===== src/rtl/q_8_39_pkg.sv =====
// rtl/q_8_39_pkg.sv - shared constants and types for the q_8_39 sequential multiplier
//
// Purpose: operand width and controller state encoding shared by the
//          controller and the datapath top.
// Ports:   none (package).

package q_8_39_pkg;

  localparam int data_width = 4;

  // Only two codes are used; the other two decode back to IDLE.
  typedef enum logic [1:0] {
    IDLE = 2'b00,
    BUSY = 2'b01
  } state_t;

endpackage


===== src/rtl/q_8_39_controller.sv =====
// rtl/q_8_39_controller.sv - load / add-decrement / done sequencer for the multiplier
//
// Purpose: two-state controller that accepts start in IDLE, then issues one
//          add_decr per remaining count until the datapath reports zero.
// Ports:
//   clk       in   system clock, rising edge
//   rst_b     in   synchronous active-high reset
//   start     in   begin a multiplication (sampled in IDLE only)
//   zero      in   datapath counter is zero
//   load_regs out  capture operands and clear the product
//   add_decr  out  add multiplicand to product and decrement counter
//   rdy       out  high while IDLE (Moore decode of state)

import q_8_39_pkg::*;

module q_8_39_controller (
  input  logic clk,
  input  logic rst_b,
  input  logic start,
  input  logic zero,
  output logic load_regs,
  output logic add_decr,
  output logic rdy
);

  state_t Q_out;
  state_t next_state;

  always_ff @(posedge clk) begin
    if (rst_b) begin
      Q_out <= IDLE;
    end else begin
      Q_out <= next_state;
    end
  end

  always_comb begin
    next_state = IDLE;
    case (Q_out)
      IDLE:    next_state = start ? BUSY : IDLE;
      BUSY:    next_state = zero ? IDLE : BUSY;
      default: next_state = IDLE;
    endcase
  end

  // rdy depends on state only; the strobes also qualify on start/zero
  // so the datapath updates on the same edge as the transition.
  always_comb begin
    rdy       = 1'b0;
    load_regs = 1'b0;
    add_decr  = 1'b0;
    case (Q_out)
      IDLE: begin
        rdy       = 1'b1;
        load_regs = start;
      end
      BUSY: begin
        add_decr = ~zero;
      end
      default: begin
        rdy = 1'b0;
      end
    endcase
  end

endmodule


===== src/rtl/q_8_39_multiplier.sv =====
// rtl/q_8_39_multiplier.sv - unsigned sequential multiplier by repeated addition
//
// Purpose: P = A * B computed as B additions of A into an accumulator.
//          rdy is low for B+1 cycles after start is accepted.
// Ports:
//   clk    in   system clock, rising edge
//   rst_b  in   synchronous active-high reset
//   start  in   begin a multiplication (sampled while rdy=1)
//   A      in   multiplicand, captured at load
//   B      in   multiplier, captured at load
//   rdy    out  idle / result valid
//   P      out  product register (accumulator)

import q_8_39_pkg::*;

module q_8_39_multiplier (
  input  logic                      clk,
  input  logic                      rst_b,
  input  logic                      start,
  input  logic [data_width-1:0]     A,
  input  logic [data_width-1:0]     B,
  output logic                      rdy,
  output logic [2*data_width-1:0]   P
);

  logic [data_width-1:0] ra;
  logic [data_width-1:0] cnt;
  logic                  load_regs;
  logic                  add_decr;
  logic                  zero;

  assign zero = (cnt == '0);

  q_8_39_controller controller_0 (
    .clk       (clk),
    .rst_b     (rst_b),
    .start     (start),
    .zero      (zero),
    .load_regs (load_regs),
    .add_decr  (add_decr),
    .rdy       (rdy)
  );

  // add_decr is never issued with cnt==0, so cnt cannot wrap, and
  // (2^w-1)^2 fits in 2w bits so P cannot overflow.
  always_ff @(posedge clk) begin
    if (rst_b) begin
      ra  <= '0;
      cnt <= '0;
      P   <= '0;
    end else if (load_regs) begin
      ra  <= A;
      cnt <= B;
      P   <= '0;
    end else if (add_decr) begin
      P   <= P + {{data_width{1'b0}}, ra};
      cnt <= cnt - data_width'(1);
    end
  end

endmodule


===== config.mk =====
export PLATFORM = sky130hd
export DESIGN_NAME = q_8_39_multiplier
export DESIGN_NICKNAME = d
export VERILOG_FILES = /design/src/rtl/q_8_39_pkg.sv /design/src/rtl/q_8_39_controller.sv /design/src/rtl/q_8_39_multiplier.sv
export SDC_FILE = /design/constraint.sdc
export NUM_CORES = 1
export LEC_CHECK = 0
export ABC_AREA = 1
export CORE_MARGIN = 2
export CORE_UTILIZATION = 32
export CTS_CLUSTER_SIZE = 28
export DETAILED_ROUTE_END_ITERATION = 8
export DONT_BUFFER_PORTS = 1
export PLACE_DENSITY_LB_ADDON = 0.08
export SLEW_MARGIN = 0
export SYNTH_ARGS = -nofsm -noshare
export SYNTH_HDL_FRONTEND = slang
export SYNTH_SLANG_ARGS = --single-unit

===== constraint.sdc =====
create_clock -name clk -period 4.2 [get_ports clk]
set_input_delay 0.84 -clock clk [delete_from_list [all_inputs] [get_ports clk]]
set_output_delay 0.84 -clock clk [all_outputs]
set_load 0.1 [all_outputs]

==> out/summary.json <==
{
  "run_status": {"value": "finished, violations left"},
  "violations_in_the_final_reports": {"value": "design-rule violations"},
  "global_route.usage.total": {"value": 11.5, "unit": "%"},
  "timing_worst_slew_pin_value": {"value": 1070, "unit": "ps"},
  "drt.antenna.violating_nets": {"value": 0},
  "top_cells_by_instance_count_after_synthesis": {"value": "nand2_1 (19), dfxtp_1 (17), nor2_1 (17)"},
  "synth_top_area_share": {"value": 35.5, "unit": "%"},
  "ys.flop_type": {"value": "dfxtp_1"},
  "power.leakage": {"value": 0.461, "unit": "nW"},
  "synth-warning-count": {"value": 0},
  "io_pins": {"value": 20},
  "clk_pin_slew_worst_paths": {"value": 110, "unit": "ps"},
  "syn_nets": {"value": 147},
  "post_placement_setup_slack": {"value": 2150, "unit": "ps"},
  "fin_tns_setup": {"value": 0, "unit": "ps"},
  "placed_cells_incl_taps": {"value": 161},
  "arrival_time_at_the_worst_endpoint": {"value": 1340, "unit": "ps"},
  "dp_hpwl": {"value": 1.47, "unit": "mm"},
  "vias": {"value": 778},
  "critPathCaptureType": {"value": "output port"},
  "floorplan.initialDensity": {"value": 34.2, "unit": "%"},
  "final-setup-viol-count": {"value": 0},
  "sequential_cell_area_fraction_in_the_yosys_report": {"value": 35.5, "unit": "%"},
  "ys_top_cells_by_area": {"value": "dfxtp_1 (35%), nand2_1 (7.4%), nor2_1 (6.6%)"},
  "cts-buffers-inserted": {"value": 3},
  "layout_setup_ws": {"value": 2020, "unit": "ps"},
  "required_worst_endpoint": {"value": 3360, "unit": "ps"},
  "hold_ws": {"value": 466, "unit": "ps"},
  "worst_skew_pair.late_latency": {"value": 290, "unit": "ps"},
  "holdBufCountCts": {"value": 0},
  "routed_wire_length_per_instance": {"value": 11.2, "unit": "um"},
  "nNetsFinal": {"value": 152},
  "tritoncts": {"value": "built"},
  "hold_violation_count_in_the_final_report": {"value": 0},
  "syn_area": {"value": 960, "unit": "sq um"},
  "routed_wirelength": {"value": 1.85, "unit": "mm"},
  "clockRootBuffer": {"value": "clkbuf_4"},
  "synth.avg_cell_area": {"value": 7.38, "unit": "sq um"},
  "max_slew_margin": {"value": 28.5, "unit": "%"},
  "final_layout_size_suffix_gt1_share": {"value": 15.7, "unit": "%"},
  "yosysUniqueCellTypes": {"value": 27},
  "worst-setup-path-type": {"value": "reg2out"},
  "area_growth": {"value": 5.74, "unit": "%"},
  "drt_first_pass_iters": {"value": 6},
  "post_cts_resized": {"value": 0},
  "die_w": {"value": 58.8, "unit": "um"},
  "initial_antenna_violation_count": {"value": 0},
  "design.core.area": {"value": 2810, "unit": "sq um"},
  "cts_sinks": {"value": 17},
  "routabilityCongestion": {"value": 0.716},
  "hold_path_class": {"value": "reg2reg"},
  "final.setup_skew": {"value": 1.36, "unit": "ps"},
  "rows": {"value": 19},
  "cts_htree_levels": {"value": 1},
  "yosys_register_bits": {"value": 17},
  "timing.fmax": {"value": 459, "unit": "MHz"},
  "number_of_max_cap_violations": {"value": 0},
  "power_per_cell_area": {"value": 376, "unit": "nW/um^2"},
  "vdd.ir_drop.worst": {"value": 150, "unit": "uV"},
  "maximum_number_of_pins_on_one_net_before_global_route_repair": {"value": 13},
  "grt_pass1_vias": {"value": 685},
  "num_antenna_cells": {"value": 0},
  "timing.reg2reg.setup_slack": {"value": 2130, "unit": "ps"},
  "synth_async_sr_flop_share": {"value": 0, "unit": "%"},
  "final-max-slew-violation-count": {"value": 0},
  "post_drt_via_cell_ratio": {"value": 4.72},
  "library_cell_with_the_highest_instance_count_after_synthesis": {"value": "nand2_1"},
  "post_synth_edffs": {"value": 0},
  "cts_setup_buffers": {"value": 0},
  "overflow": {"value": 0},
  "critical_path.max_fanout": {"value": 6},
  "port-buffer-count": {"value": 0},
  "design.die.area": {"value": 3450, "unit": "sq um"},
  "route.detailed.drc": {"value": 3},
  "gate_count_post_synth": {"value": 130},
  "drt_first_iter_violations": {"value": 25},
  "die_h": {"value": 58.8, "unit": "um"},
  "setup.worst_path.start_class": {"value": "flop"},
  "timing.final.crit_share": {"value": 51.9, "unit": "%"},
  "rsz0062_at_grt": {"value": "false"},
  "synth.largest_area_cell": {"value": "dfxtp_1"},
  "cts-root-to-sink-buffers": {"value": 2},
  "layout_min_cycle_time": {"value": 2180, "unit": "ps"},
  "final_cell_count_no_fill": {"value": 165},
  "global_route_wire_length_before_repair": {"value": 3.01, "unit": "mm"}
}
==> where the power goes <==
group / switching [mW] / total [mW] / internal [mW] / leakage, nW
Clock: 0.0555 / 0.0910 / 0.0354 / 0.0177
Combinational: 0.0666 / 0.0970 / 0.0304 / 0.304
Sequential: 0.0200 / 0.194 / 0.174 / 0.139
==> state kept, by name (all words and copies together) (netlist names) <==
| register | count |
|---|---|
| P | 8 |
| cnt | 4 |
| controller_0.Q_out | 1 |
| ra | 4 |
==> worst paths after layout <==
path | startpoint | endpoint | cells past startpoint
setup / recovery | P[4]$_SDFFE_PP0P_ | P[4] | 0
hold / removal | cnt[1]$_SDFFE_PP0P_ | cnt[1]$_SDFFE_PP0P_ | 2
setup reg to reg | P[3]$_SDFFE_PP0P_ | P[6]$_SDFFE_PP0P_ | 6
hold reg to reg | cnt[1]$_SDFFE_PP0P_ | cnt[1]$_SDFFE_PP0P_ | 2
==> layout by cell type, fill, tap and decap left out <==
cell type,n
clkinv_2,1
o211ai_2,1
clkinv_1,1
inv_1,16
clkbuf_4,3
inv_2,4
nand3b_1,2
fa_1,1
a21oi_2,1
o21ai_0,5
nand3_2,1
a21oi_1,11
xor2_1,2
nand2_4,1
buf_4,2
nand2_1,19
inv_4,1
nand4_2,1
dfxtp_1,17
nor3_1,1
nand3_1,9
nand2_2,4
o21ai_1,5
ha_1,5
mux2i_1,1
nor2_1,17
nor2_2,1
nand4_1,1
==> cells by family (layout without fill, tap and decap cells) <==
kind of cell,count (synthesis),count (layout),synth area share (%)
simple gates,57,57,28.3
xor+xnor,2,2,1.83
mux,1,1,1.04
buf+inv,24,28,11.6
fa+ha+maj,6,6,8.61
flops,17,17,35.5
compound gates,23,23,13.2
==> per-stage QoR <==
stage	utilization [%]	area, sq um	total power, mW
finish	36.2	1010	0.382
global route	36.2	1010	0.407
CTS	36.2	1010	0.387
detailed placement	35.2	987	0.296
global placement	35.2	987	0.295
floorplan	-	960	0.284
==> metal layers <==
metal / routed length, um / global-route usage, %
met4: 16 / 2.92
met2: 828 / 18.3
met5: 0 / 0
met1: 893 / 14.6
met3: 107 / 4.62
==> layout make-up <==
cell class	count	area [sq um]
fill	294	1790
sequential	17	340
clock buffer	3	22.5
tap	31	38.8
clock inverter	1	5.00
inverter	22	85.1
multi-input combinational	89	508
timing repair buffer	2	15.0
(Power assumes the default switching activity.)
